**src/rtl/idma_init_gen.sv**
```systemverilog
// INIT-protocol pattern source: queues requests and returns one generated beat per request.
// Supports constant fill, incrementing bytes and a 32-bit LFSR stream with persistent state.
module idma_init_gen #(
   parameter int unsigned StrbWidth      = 16,
   parameter int unsigned NumOutstanding = 2
) (
   input  logic                   clk_i,
   input  logic                   rst_ni,
   input  logic                   req_valid_i,
   output logic                   req_ready_o,
   input  logic [1:0]             req_mode_i,
   input  logic                   req_restart_i,
   input  logic [31:0]            req_value_i,
   output logic                   rsp_valid_o,
   input  logic                   rsp_ready_i,
   output logic [8*StrbWidth-1:0] rsp_init_o,
   output logic                   busy_o
);

   localparam int unsigned DataW    = 8 * StrbWidth;
   localparam int unsigned NumWords = StrbWidth / 4;
   localparam int unsigned PtrW     = (NumOutstanding > 1) ? $clog2(NumOutstanding) : 1;
   localparam int unsigned CntW     = $clog2(NumOutstanding + 1);
   localparam logic [31:0] LfsrTaps = 32'h8020_0003;

   typedef enum logic [1:0] {
      ModeConst = 2'd0,
      ModeIncr  = 2'd1,
      ModeLfsr  = 2'd2,
      ModeZero  = 2'd3
   } mode_e;

   typedef struct packed {
      mode_e       mode;
      logic        restart;
      logic [31:0] value;
   } req_t;

   req_t             fifo_mem [NumOutstanding];
   logic [PtrW-1:0]  wr_ptr;
   logic [PtrW-1:0]  rd_ptr;
   logic [CntW-1:0]  count;
   logic             fifo_empty;
   logic             fifo_full;

   req_t             in_req;
   req_t             head;
   logic             accept;
   logic             have_head;
   logic             out_free;
   logic             pop;
   logic             pop_fifo;
   logic             push_fifo;

   logic [31:0]      state;
   logic [31:0]      eff;
   logic [31:0]      lfsr;
   logic [31:0]      next_state;
   logic [DataW-1:0] gen_data;

   function automatic logic [31:0] lfsr_step(input logic [31:0] x);
      return (x >> 1) ^ (x[0] ? LfsrTaps : 32'h0);
   endfunction

   function automatic logic [PtrW-1:0] ptr_inc(input logic [PtrW-1:0] p);
      if (p == PtrW'(NumOutstanding - 1)) return '0;
      return p + 1'b1;
   endfunction

   // Handshake: a transfer happens on a rising edge where valid & ready are both high;
   // valid never waits on ready, and once raised valid/data hold until accepted.
   assign fifo_empty  = (count == '0);
   assign fifo_full   = (count == CntW'(NumOutstanding));
   assign req_ready_o = !fifo_full;
   assign accept      = req_valid_i & req_ready_o;
   assign busy_o      = !fifo_empty | rsp_valid_o;

   always_comb begin
      in_req         = '0;
      in_req.mode    = mode_e'(req_mode_i);
      in_req.restart = req_restart_i;
      in_req.value   = req_value_i;
   end

   // Fall-through: with an empty FIFO the incoming request is the head.
   assign head      = fifo_empty ? in_req : fifo_mem[rd_ptr];
   assign have_head = !fifo_empty | accept;
   assign out_free  = !rsp_valid_o | rsp_ready_i;
   assign pop       = have_head & out_free;
   assign pop_fifo  = pop & !fifo_empty;
   assign push_fifo = accept & !(fifo_empty & pop);

   always_ff @(posedge clk_i) begin
      if (push_fifo) fifo_mem[wr_ptr] <= in_req;
   end

   always_ff @(posedge clk_i or negedge rst_ni) begin
      if (!rst_ni) begin
         wr_ptr <= '0;
         rd_ptr <= '0;
         count  <= '0;
      end else begin
         if (push_fifo) wr_ptr <= ptr_inc(wr_ptr);
         if (pop_fifo)  rd_ptr <= ptr_inc(rd_ptr);
         count <= count + CntW'(push_fifo) - CntW'(pop_fifo);
      end
   end

   always_comb begin
      gen_data   = '0;
      next_state = state;
      lfsr       = '0;
      eff        = head.restart ? head.value : state;
      unique case (head.mode)
         ModeConst: begin
            for (int i = 0; i < int'(StrbWidth); i++) gen_data[8*i +: 8] = head.value[7:0];
         end
         ModeIncr: begin
            for (int i = 0; i < int'(StrbWidth); i++) gen_data[8*i +: 8] = eff[7:0] + 8'(i);
            next_state = eff + 32'(StrbWidth);
         end
         ModeLfsr: begin
            // An all-zero seed would lock the LFSR, so it is nudged to 1.
            lfsr = (eff == '0) ? 32'd1 : eff;
            for (int k = 0; k < int'(NumWords); k++) begin
               lfsr = lfsr_step(lfsr);
               gen_data[32*k +: 32] = lfsr;
            end
            next_state = lfsr;
         end
         ModeZero: begin
            gen_data = '0;
         end
         default: ;
      endcase
   end

   always_ff @(posedge clk_i or negedge rst_ni) begin
      if (!rst_ni) begin
         rsp_valid_o <= 1'b0;
         rsp_init_o  <= '0;
         state       <= '0;
      end else if (pop) begin
         rsp_valid_o <= 1'b1;
         rsp_init_o  <= gen_data;
         state       <= next_state;
      end else if (rsp_ready_i) begin
         rsp_valid_o <= 1'b0;
      end
   end

endmodule

```
**config.mk**
```make
export PLATFORM = sky130hd
export DESIGN_NAME = idma_init_gen
export DESIGN_NICKNAME = d
export VERILOG_FILES = /design/src/rtl/idma_init_gen.sv
export SDC_FILE = /design/constraint.sdc
export NUM_CORES = 1
export LEC_CHECK = 0
export ABC_AREA = 1
export CAP_MARGIN = 20
export CORE_MARGIN = 10
export CORE_UTILIZATION = 29
export DETAILED_ROUTE_END_ITERATION = 10
export GPL_TIMING_DRIVEN = 0
export SLEW_MARGIN = 40
export SYNTH_ARGS = -nofsm -noshare
export SYNTH_HDL_FRONTEND = slang
export SYNTH_SLANG_ARGS = --single-unit
```
**constraint.sdc**
```tcl
create_clock -name clk_i -period 4 [get_ports clk_i]
set_input_delay 0.4 -clock clk_i [delete_from_list [all_inputs] [get_ports clk_i]]
set_output_delay 0.4 -clock clk_i [all_outputs]
set_load 0.03 [all_outputs]
```
**After elaboration in Yosys (flattened, before gate mapping)**

Memory sizes are Yosys's and may differ from the RTL's.
Index checks and enable logic that the tools add are counted.

- Output and inout port bits: 131
- Input port bits: 39
- Memories: 1
- Logic and storage cells: 74
- Memory bits (writable): 70
- Register bits: 165

Memory list:

| name | depth | bits a word | rd ports | clocked after Yosys merged registers in | wr ports | line | text |
|---|---|---|---|---|---|---|---|
| fifo_mem | 2 | 35 | 1 | 0 | 1 | 39 | `req_t fifo_mem [NumOutstanding];` |

- Bitwise gates (word level): 12
- Reduce and logical (&&, ||, !) cells: 10
- Mux-type cells: 21
- Equality and inequality tests: 4
- $add $sub $neg: 20

Operators with widths:

| kind | count |
|---|---|
| 128-bit one-hot mux with 4 select lines | 1 |
| 32-bit 2-to-1 mux | 6 |
| 31-bit by 32-bit XOR with 32-bit output | 4 |
| 8-bit by 4-bit adder with 8-bit output (second input constant) | 8 |
| 32-bit one-hot mux with 2 select lines | 1 |
| 35-bit 2-to-1 mux | 1 |
| 32-bit by 5-bit adder with 32-bit output (second input constant) | 1 |
| 8-bit by 3-bit adder with 8-bit output (second input constant) | 4 |
| 32-bit zero test | 1 |
| 8-bit by 2-bit adder with 8-bit output (second input constant) | 2 |
| 1-bit 2-to-1 mux | 12 |
| 8-bit by 1-bit adder with 8-bit output (second input constant) | 1 |
| 2-bit == test (second input constant) | 3 |
| 1-bit bitwise AND | 5 |
| 1-bit zero test | 4 |
| 2-bit zero test | 2 |
| 2-bit nonzero test | 2 |
| 1-bit bitwise OR | 3 |
| 1-bit adder (second input constant) | 2 |
| 2-bit by 1-bit adder with 2-bit output | 1 |
| 2-bit by 1-bit == test with 1-bit output (second input constant) | 1 |
| 2-bit AND reduction | 1 |
| 2-bit by 1-bit subtractor with 2-bit output | 1 |

**Longest topological paths before layout**

Gate-level depths: netlist (run 1).

- Word-level depth: 14
- Mapped depth: 27
- Mapped depth without buffers: 25

**Least setup slack after synthesis (run 1)**

Ideal clock, no wire load.

- Path kind: reg2reg
- Start: register count[0]
- End: register state[20]
- Path slack: 805 ps
- Library setup time: 127 ps
- Stages on the path, launching flop included: 26
- Clock period less this slack: 3195 ps
- Path buffers: 2
- Arrival: 3068 ps
- Data required time: 3873 ps
- Path through: dfrtp_1 -> inv_1 -> nand2_4 -> inv_4 -> buf_2 -> a21oi_1 -> a21oi_1 -> or2_1 -> o21ai_1 -> buf_2 -> ha_1 -> inv_1 -> nor2_1 -> nand2_1 -> nor2_1 -> nand2_1 -> nor2_2 -> nand2_4 -> nand2_2 -> nand2_2 -> nand2_4 -> nor2_2 -> a22oi_2 -> o21ai_1 -> nand2_1 -> o21ai_1

- Longest elaborated chain between the ends: 13
- Elaborated cells on any way between the ends: 24
- Classes of those cells: add/sub (1); eq/ne (3); mux (7); bitwise (7); reduce/logical (6)

Ends and longest elaborated chain:

| element | line | text |
|---|---|---|
| start: declaration | 42 | `logic [CntW-1:0] count;` |
| start signal: assignment | 105 | `count <= count + CntW'(push_fifo) - CntW'(pop_fifo);` |
| 2-bit zero test | 72 | `assign fifo_empty = (count == '0);` |
| 35-bit 2-to-1 mux | 86 | `assign head = fifo_empty ? in_req : fifo_mem[rd_ptr];` |
| 32-bit 2-to-1 mux | 113 | `eff = head.restart ? head.value : state;` |
| 32-bit zero test | 124 | `lfsr = (eff == '0) ? 32'd1 : eff;` |
| 32-bit 2-to-1 mux | 124 |  |
| 32-bit 2-to-1 mux | 62 | `return (x >> 1) ^ (x[0] ? LfsrTaps : 32'h0);` |
| 31-bit by 32-bit XOR with 32-bit output | 62 |  |
| 32-bit 2-to-1 mux | 62 |  |
| 31-bit by 32-bit XOR with 32-bit output | 62 |  |
| 32-bit 2-to-1 mux | 62 |  |
| 31-bit by 32-bit XOR with 32-bit output (2 in series) | 62 |  |
| 32-bit one-hot mux with 2 select lines | 114 | `unique case (head.mode)` |
| end signal: assignment | 146 | `state <= next_state;` |
| end: declaration | 55 | `logic [31:0] state;` |

Parallel ways exist; a longest one is shown, timed or not.
A chain may end at the register's enable or synchronous reset.

**Worst setup path after layout (run 1)**

- Start: register rd_ptr
- End: register rsp_init_o[27]

- Longest elaborated chain between the ends: 7
- Elaborated cells on any way between the ends: 12
- Classes of those cells: add/sub (1); eq/ne (3); mux (4); bitwise (1); reduce/logical (2); memory (1)

Ends and longest elaborated chain:

| element | line | text |
|---|---|---|
| start: declaration | 41 | `logic [PtrW-1:0] rd_ptr;` |
| start signal: assignment | 104 | `if (pop_fifo) rd_ptr <= ptr_inc(rd_ptr);` |
| memory read 2 x 35 bit * | n/a |  |
| 35-bit 2-to-1 mux * | 86 |  |
| branches (longest 4 deep; another with 8-bit by 2-bit adder with 8-bit output) | n/a |  |
| 128-bit one-hot mux with 4 select lines * | 114 |  |
| end signal: assignment | 145 | `rsp_init_o <= gen_data;` |
| end: declaration | 16 | `output logic [8*StrbWidth-1:0] rsp_init_o,` |

Every way passes the cells marked *.

==> results.md, run 1 <==
- Avg WL per Cell: 24.26 um
- Initial core utilization: 29.41%
- Post-synth ARST share: 70.21%
- Post-Place Cells: 2495
- Register-to-Register Path Depth: 14
- Final Max Tran Viols: 0
- Synth top area share: 30.87%
- Core ar.: 45480 um^2
- Max-Slew Margin vs Limit: 38.83%
- Buf+Inv Stages, Crit Path: 7
- Crit-path max cell delay: 0.58 ns
- Synth Net Count: 1780
- Post-synth EDFFs: 70
- Area grow syn2layout: 27.72%
- Setup CP Type: flip-flop to flip-flop
- Area occupied by multi-input gates: 6292 um^2
- Worst hold-check path type: primary input to asynchronous set/reset pin
- Input/output buffers: 169
- Nets: 1991
- Post-synthesis adder-cell area fraction: 1.964%
- Avg Inst Size Synth: 7.776 um^2
- Largest net degree at the start of global routing: 73
- Post-DP Area: 15980 um^2
- Vias in the first global route: 13.19k
- Status: completed
- Initial DRC Count: 1259
- Non-Filler Cell Area, Final: 17080 um^2
- Met1 Track Usage GR: 29.87%
- GPL Wtd Cong: 0.9830
- Root Driver: clkbuf_16
- Synth warnings: 0
- H-Tree Depth: 1
- Syn Inst Count: 1720
- DPL Wire Length: 47480 um
- Post-Synth XOR/XNOR Area: 2.011%
- Crit path cell chain: buf_6 > buf_2 > or2_2 > o211ai_1 > o21ai_0 > inv_1 > ha_1 > clkbuf_1 > inv_2 > clkbuf_1 > nor2_1 > inv_1 > a21oi_1 > o22a_1
- CP endpoint kind: flip-flop
- Yosys top cell by area: dfrtp_1
- Worst-path cell with the longest stage delay: nor2_1
- Mux contribution to synthesized area: 0%
- Final Non-Filler Cells: 2550
- Most frequent cell after synthesis: nand2_1
- Number of remaining DRC errors: 0
- Pre-antenna DRT Iters: 8
- GRT Overall Usage: 21.31%
- WL final: 61870 um
- Synth Area in Compound Gates: 17.27%
- Actual slew at the worst max-slew pin: 0.9175 ns
- Vias/cell: 5.211
- Clk sinks: 235
- Setup repair after global routing missed its margin: true
- Clock insertion delay at the later pin of the skew report: 0.58 ns
- Top cells by count, synth: 394 x nand2_1, 210 x nor2_1, 183 x o21ai_0, 166 x a21oi_1, 165 x dfrtp_1
- Detail Route Antenna Nets: 0
- FP Rows: 78
- CTS max path bufs: 3
- Met3 Use GR: 4.873%
- WP data arrival: 4.43 ns
- Met2 usage: 32.22%
- Highest clock rate: 0.2557 GHz
- Final Hold Viols: 0
- FILL cells: 4790
- Busiest grt layer: met2
- FF+latch area: 6231 um^2
- Levels on crit path: 14
- Die width: 234.8 um
- Vias post-DR: 13.29k
- Setup violations, final: 0
- Die span in y: 234.8 um
- Critical path data required time: 4.52 ns
- Synth cell types: 53
- Total gr overflow: 0
- Most used DFF post-synth: dfrtp_1
- CTS tree: yes
- Synthesized cell area: 13380 um^2
- First-pass GRT wire length: 90050 um
- N_diodes: 0
- Fraction of layout cells with a size suffix above 1: 9.949%
- Final worst-path cycle share: 97.76%
- Clock skew: 0.01347 ns
- Delay-heaviest family, CP: buffers and inverters
- IO Pins: 170
- Top cells by area, synth: dfrtp_1 31%, edfxtp_1 16%, nand2_1 11%, o21ai_0 6.8%, a21oi_1 6.2%
- Max Cap Viol: 0
- Inserted Clock Buffers: 27
- Register bit total from synthesis: 235
- Worst-path clk slew: 0.07 ns
- Die area: 55110 um^2
- Crit start category: flip-flop
- Simple-gate portion of the synthesized area: 24.65%
- Initial antenna violation count: 0
- Worst-path fanout max: 10
- Largest family of logic cells by synthesized area: simple AND/OR/NAND/NOR gates
- Fin crit period: 3.910 ns
- Post-synthesis sequential area ratio: 46.59%
stage by stage:
stage	worst slack [ns]	setup TNS [ns]	utilization, %	hold WS, ns
final	0.08955	0	37.56	0.2635
after global routing	-0.03818	-0.05882	37.56	0.2862
after CTS	0.01931	0	37.39	0.2620
after detailed placement	-1.213	-45.08	35.14	0.2719
after global placement	-4.397	-783.24	34.78	0.4620
after floorplan	0.8046	0	-	0.1044
metal layers:
layer | up-vias | share of wire [%]
met2 | 546 | 44
li1 | 6106 | -
met3 | 88 | 7.9
met5 | - | 0
met1 | 6547 | 46
met4 | 0 | 2.4
flip-flops by register name, indices dropped and copies added, names as in the netlist:
signal and count:
fifo_mem 70, wr_ptr 1, rsp_init_o 128, rsp_valid_o 1
state 32, rd_ptr 1, count 2
placed cells by master, fill, tap and decap left out, types with 6 or more instances in the layout:
cell,netlist,final
buf_4,2,8
xor2_1,23,23
nand2_2,25,27
nand2_1,394,390
inv_1,139,138
dfrtp_1,165,165
nand3b_1,12,12
o22a_1,21,21
buf_6,7,9
nor3_1,15,14
o21ai_1,13,16
o211ai_1,7,7
clkdlybuf4s50_1,0,168
nand2_4,5,7
clkbuf_2,0,6
nor2_4,5,10
buf_2,18,16
nand4_1,6,6
clkbuf_16,0,27
nor2_2,9,12
clkbuf_8,0,9
o21ai_0,183,177
a31oi_1,9,8
nor2_1,210,202
edfxtp_1,70,70
a21oi_1,166,164
buf_1,13,13
nand3_1,72,70
ha_1,21,18
clkbuf_1,50,47
inv_2,12,12
worst paths after layout:
check                             from              to  slack [ns]
max                             rd_ptr  rsp_init_o[27]        0.09
max in group asynchronous       rst_ni        state[5]        3.08
min                             rst_ni  rsp_init_o[78]        0.26
min reg2reg                  state[29]       state[29]        0.49
min in group clk_i         rsp_ready_i     rsp_valid_o        0.41
max reg2reg                     rd_ptr  rsp_init_o[27]        0.09
timing repair:
item	CTS	global route
gates cloned	0	0
pin swaps	3	1
hold buffers	1	0
hold endpoints to repair	27	0
buffers inserted	6	1
endpoints found under the setup margin	72	43
gates resized for setup	25	29
cell families (layout without fill, tap and decap cells):
group	after synthesis	count (layout)
compound gates	424	424
xor+xnor	29	29
buf+inv	244	474
fa+ha+maj	21	21
simple gates	767	767
flops	235	235
area by class of cell:
class | count | share of cell area, %
buffer | 89 | 2.622
clock inverter | 5 | 0.2710
timing repair buffer | 183 | 11.12
inverter | 154 | 3.450
sequential | 235 | 36.48
clock buffer | 43 | 4.834
multi-input combinational | 1241 | 36.83
tap | 600 | 4.395
Power of run 1 is not shown: default switching activity piles up to over one toggle a cycle in this logic, so the estimate is an artifact.
==> run 2: changes to the inputs <==
Clock period 4 ns to 3.45 ns, I/O delays scaled along.
==> results.md, run 2 (synthesis gave the netlist of run 1 again) <==
- Vias/cell: 5.193
- FP Rows: 78
- Most frequent cells in the layout: 380 x nand2_1, 187 x nor2_1, 168 x clkdlybuf4s50_1, 166 x o21ai_0, 165 x dfrtp_1
- CTS tree: yes
- Largest Register: rsp_init_o
- Status: completed
- Vias in the first global route: 13.28k
- Fin crit period: 3.431 ns
- Crit start category: flip-flop
- Worst-path fanout max: 10
- DP Worst Slack: -1.708 ns
- IO Pins: 170
- Initial core utilization: 29.41%
- Die width: 234.8 um
- Final Hold Viols: 0
- Worst-path clk slew: 0.06 ns
- Avg WL per Cell: 24.08 um
- DPL Wire Length: 47480 um
- Max FFs per register: 128
- Initial DRC Count: 1397
- Leading cell type in the layout, fill and taps excluded: nand2_1
- Clock skew: 0.01094 ns
- Clk sinks: 235
- Pre-antenna DRT Iters: 6
- Fraction of layout cells with a size suffix above 1: 15.25%
- GRT Overall Usage: 21.46%
- Total gr overflow: 0
- Input/output buffers: 169
- N_diodes: 0
- Worst hold-check path type: primary input to asynchronous set/reset pin
- Setup violations, final: 0
- Final Non-Filler Cells: 2593
- CTS max path bufs: 3
- First-pass GRT wire length: 90850 um
- Area grow syn2layout: 33.40%
- GPL Wtd Cong: 0.9830
- Die span in y: 234.8 um
- Largest net degree at the start of global routing: 73
- Critical path data required time: 3.96 ns
- Detail Route Antenna Nets: 0
- Setup repair after global routing missed its margin: true
- Post-Place Cells: 2495
- WL final: 62450 um
- Max-Slew Margin vs Limit: 39.60%
- Clock insertion delay at the later pin of the skew report: 0.57 ns
- Number of remaining DRC errors: 0
- Die area: 55110 um^2
- WP data arrival: 3.94 ns
- Actual slew at the worst max-slew pin: 0.9061 ns
- Final worst-path cycle share: 99.46%
- Inserted Clock Buffers: 27
- R2R setup slack: 0.02 ns
- Root Driver: clkbuf_16
- Vias post-DR: 13.47k
- H-Tree Depth: 1
- CP endpoint kind: flip-flop
- Initial antenna violation count: 0
- Final Max Tran Viols: 0
- Setup CP Type: flip-flop to flip-flop
- Largest regs: rsp_init_o: 128 flops, fifo_mem: 70 flops, state: 32 flops
- Max Cap Viol: 0
- Core ar.: 45480 um^2
- Nets: 2034
- Setup WS post-layout: 0.01879 ns
- Highest clock rate: 0.2914 GHz
-- run 2: worst paths after layout --
check	startpoint	to	cells after the start
worst min register to register	state[13]	state[13]	2
min in group clk_i	rsp_ready_i	rsp_valid_o	2
worst max register to register	rd_ptr	rsp_init_o[43]	13
max in group asynchronous	rst_ni	state[3]	3
worst max-delay path	rd_ptr	rsp_init_o[43]	13
worst min-delay path	rst_ni	rsp_init_o[78]	2
-- run 2: final cells by class --
type,instances,area [um^2]
multi-input cells,1242,6644
clock inverters,5,46.29
fillers,4732,27640
inverters,154,610.6
plain buffers,86,489.2
well taps,600,750.7
flip-flops and latches,235,6231
clock buffers,43,825.8
repair buffers,228,2245
-- run 2: routing by layer --
layer	track usage [%]	share of wire [%]	up-vias
met5	0	0	-
met4	5.692	2.4	0
met3	4.838	8.4	93
met2	32.54	44	581
met1	30.07	45	6595
li1	-	-	6196
-- run 2: critical path, cell delays in order (launching register included) --
cell and delay, ns:
dfrtp_1 0.37, buf_6 0.14, buf_2 0.20, or2_2 0.31
o211ai_1 0.08, o21ai_0 0.17, inv_1 0.12, ha_2 0.32
inv_2 0.18, clkbuf_2 0.38, nor2_2 0.47, inv_1 0.22
a21oi_1 0.24, o22a_1 0.15
-- run 2: repair_timing --
action / in CTS / in global routing
setup endpoints to repair: 132 / 125
setup buffers: 21 / 31
pin swaps: 15 / 27
gates cloned: 0 / 1
endpoints found under the hold margin: 165 / 0
hold buffers: 1 / 0
gates resized for setup: 112 / 66
-- run 2: metrics by stage --
| step | setup TNS, ns | util (%) | area [um^2] | hold slack [ns] |
|---|---|---|---|---|
| floorplan | 0 | - | 13380 | 0.04941 |
| global placement | -947.92 | 34.78 | 15820 | 0.4620 |
| detailed placement | -93.14 | 35.14 | 15980 | 0.2169 |
| CTS | -0.5740 | 38.25 | 17390 | 0.2070 |
| global route | -0.1956 | 39.23 | 17840 | 0.2312 |
| finish | 0 | 39.23 | 17840 | 0.2089 |
Power of run 2 is left out for the same reason.
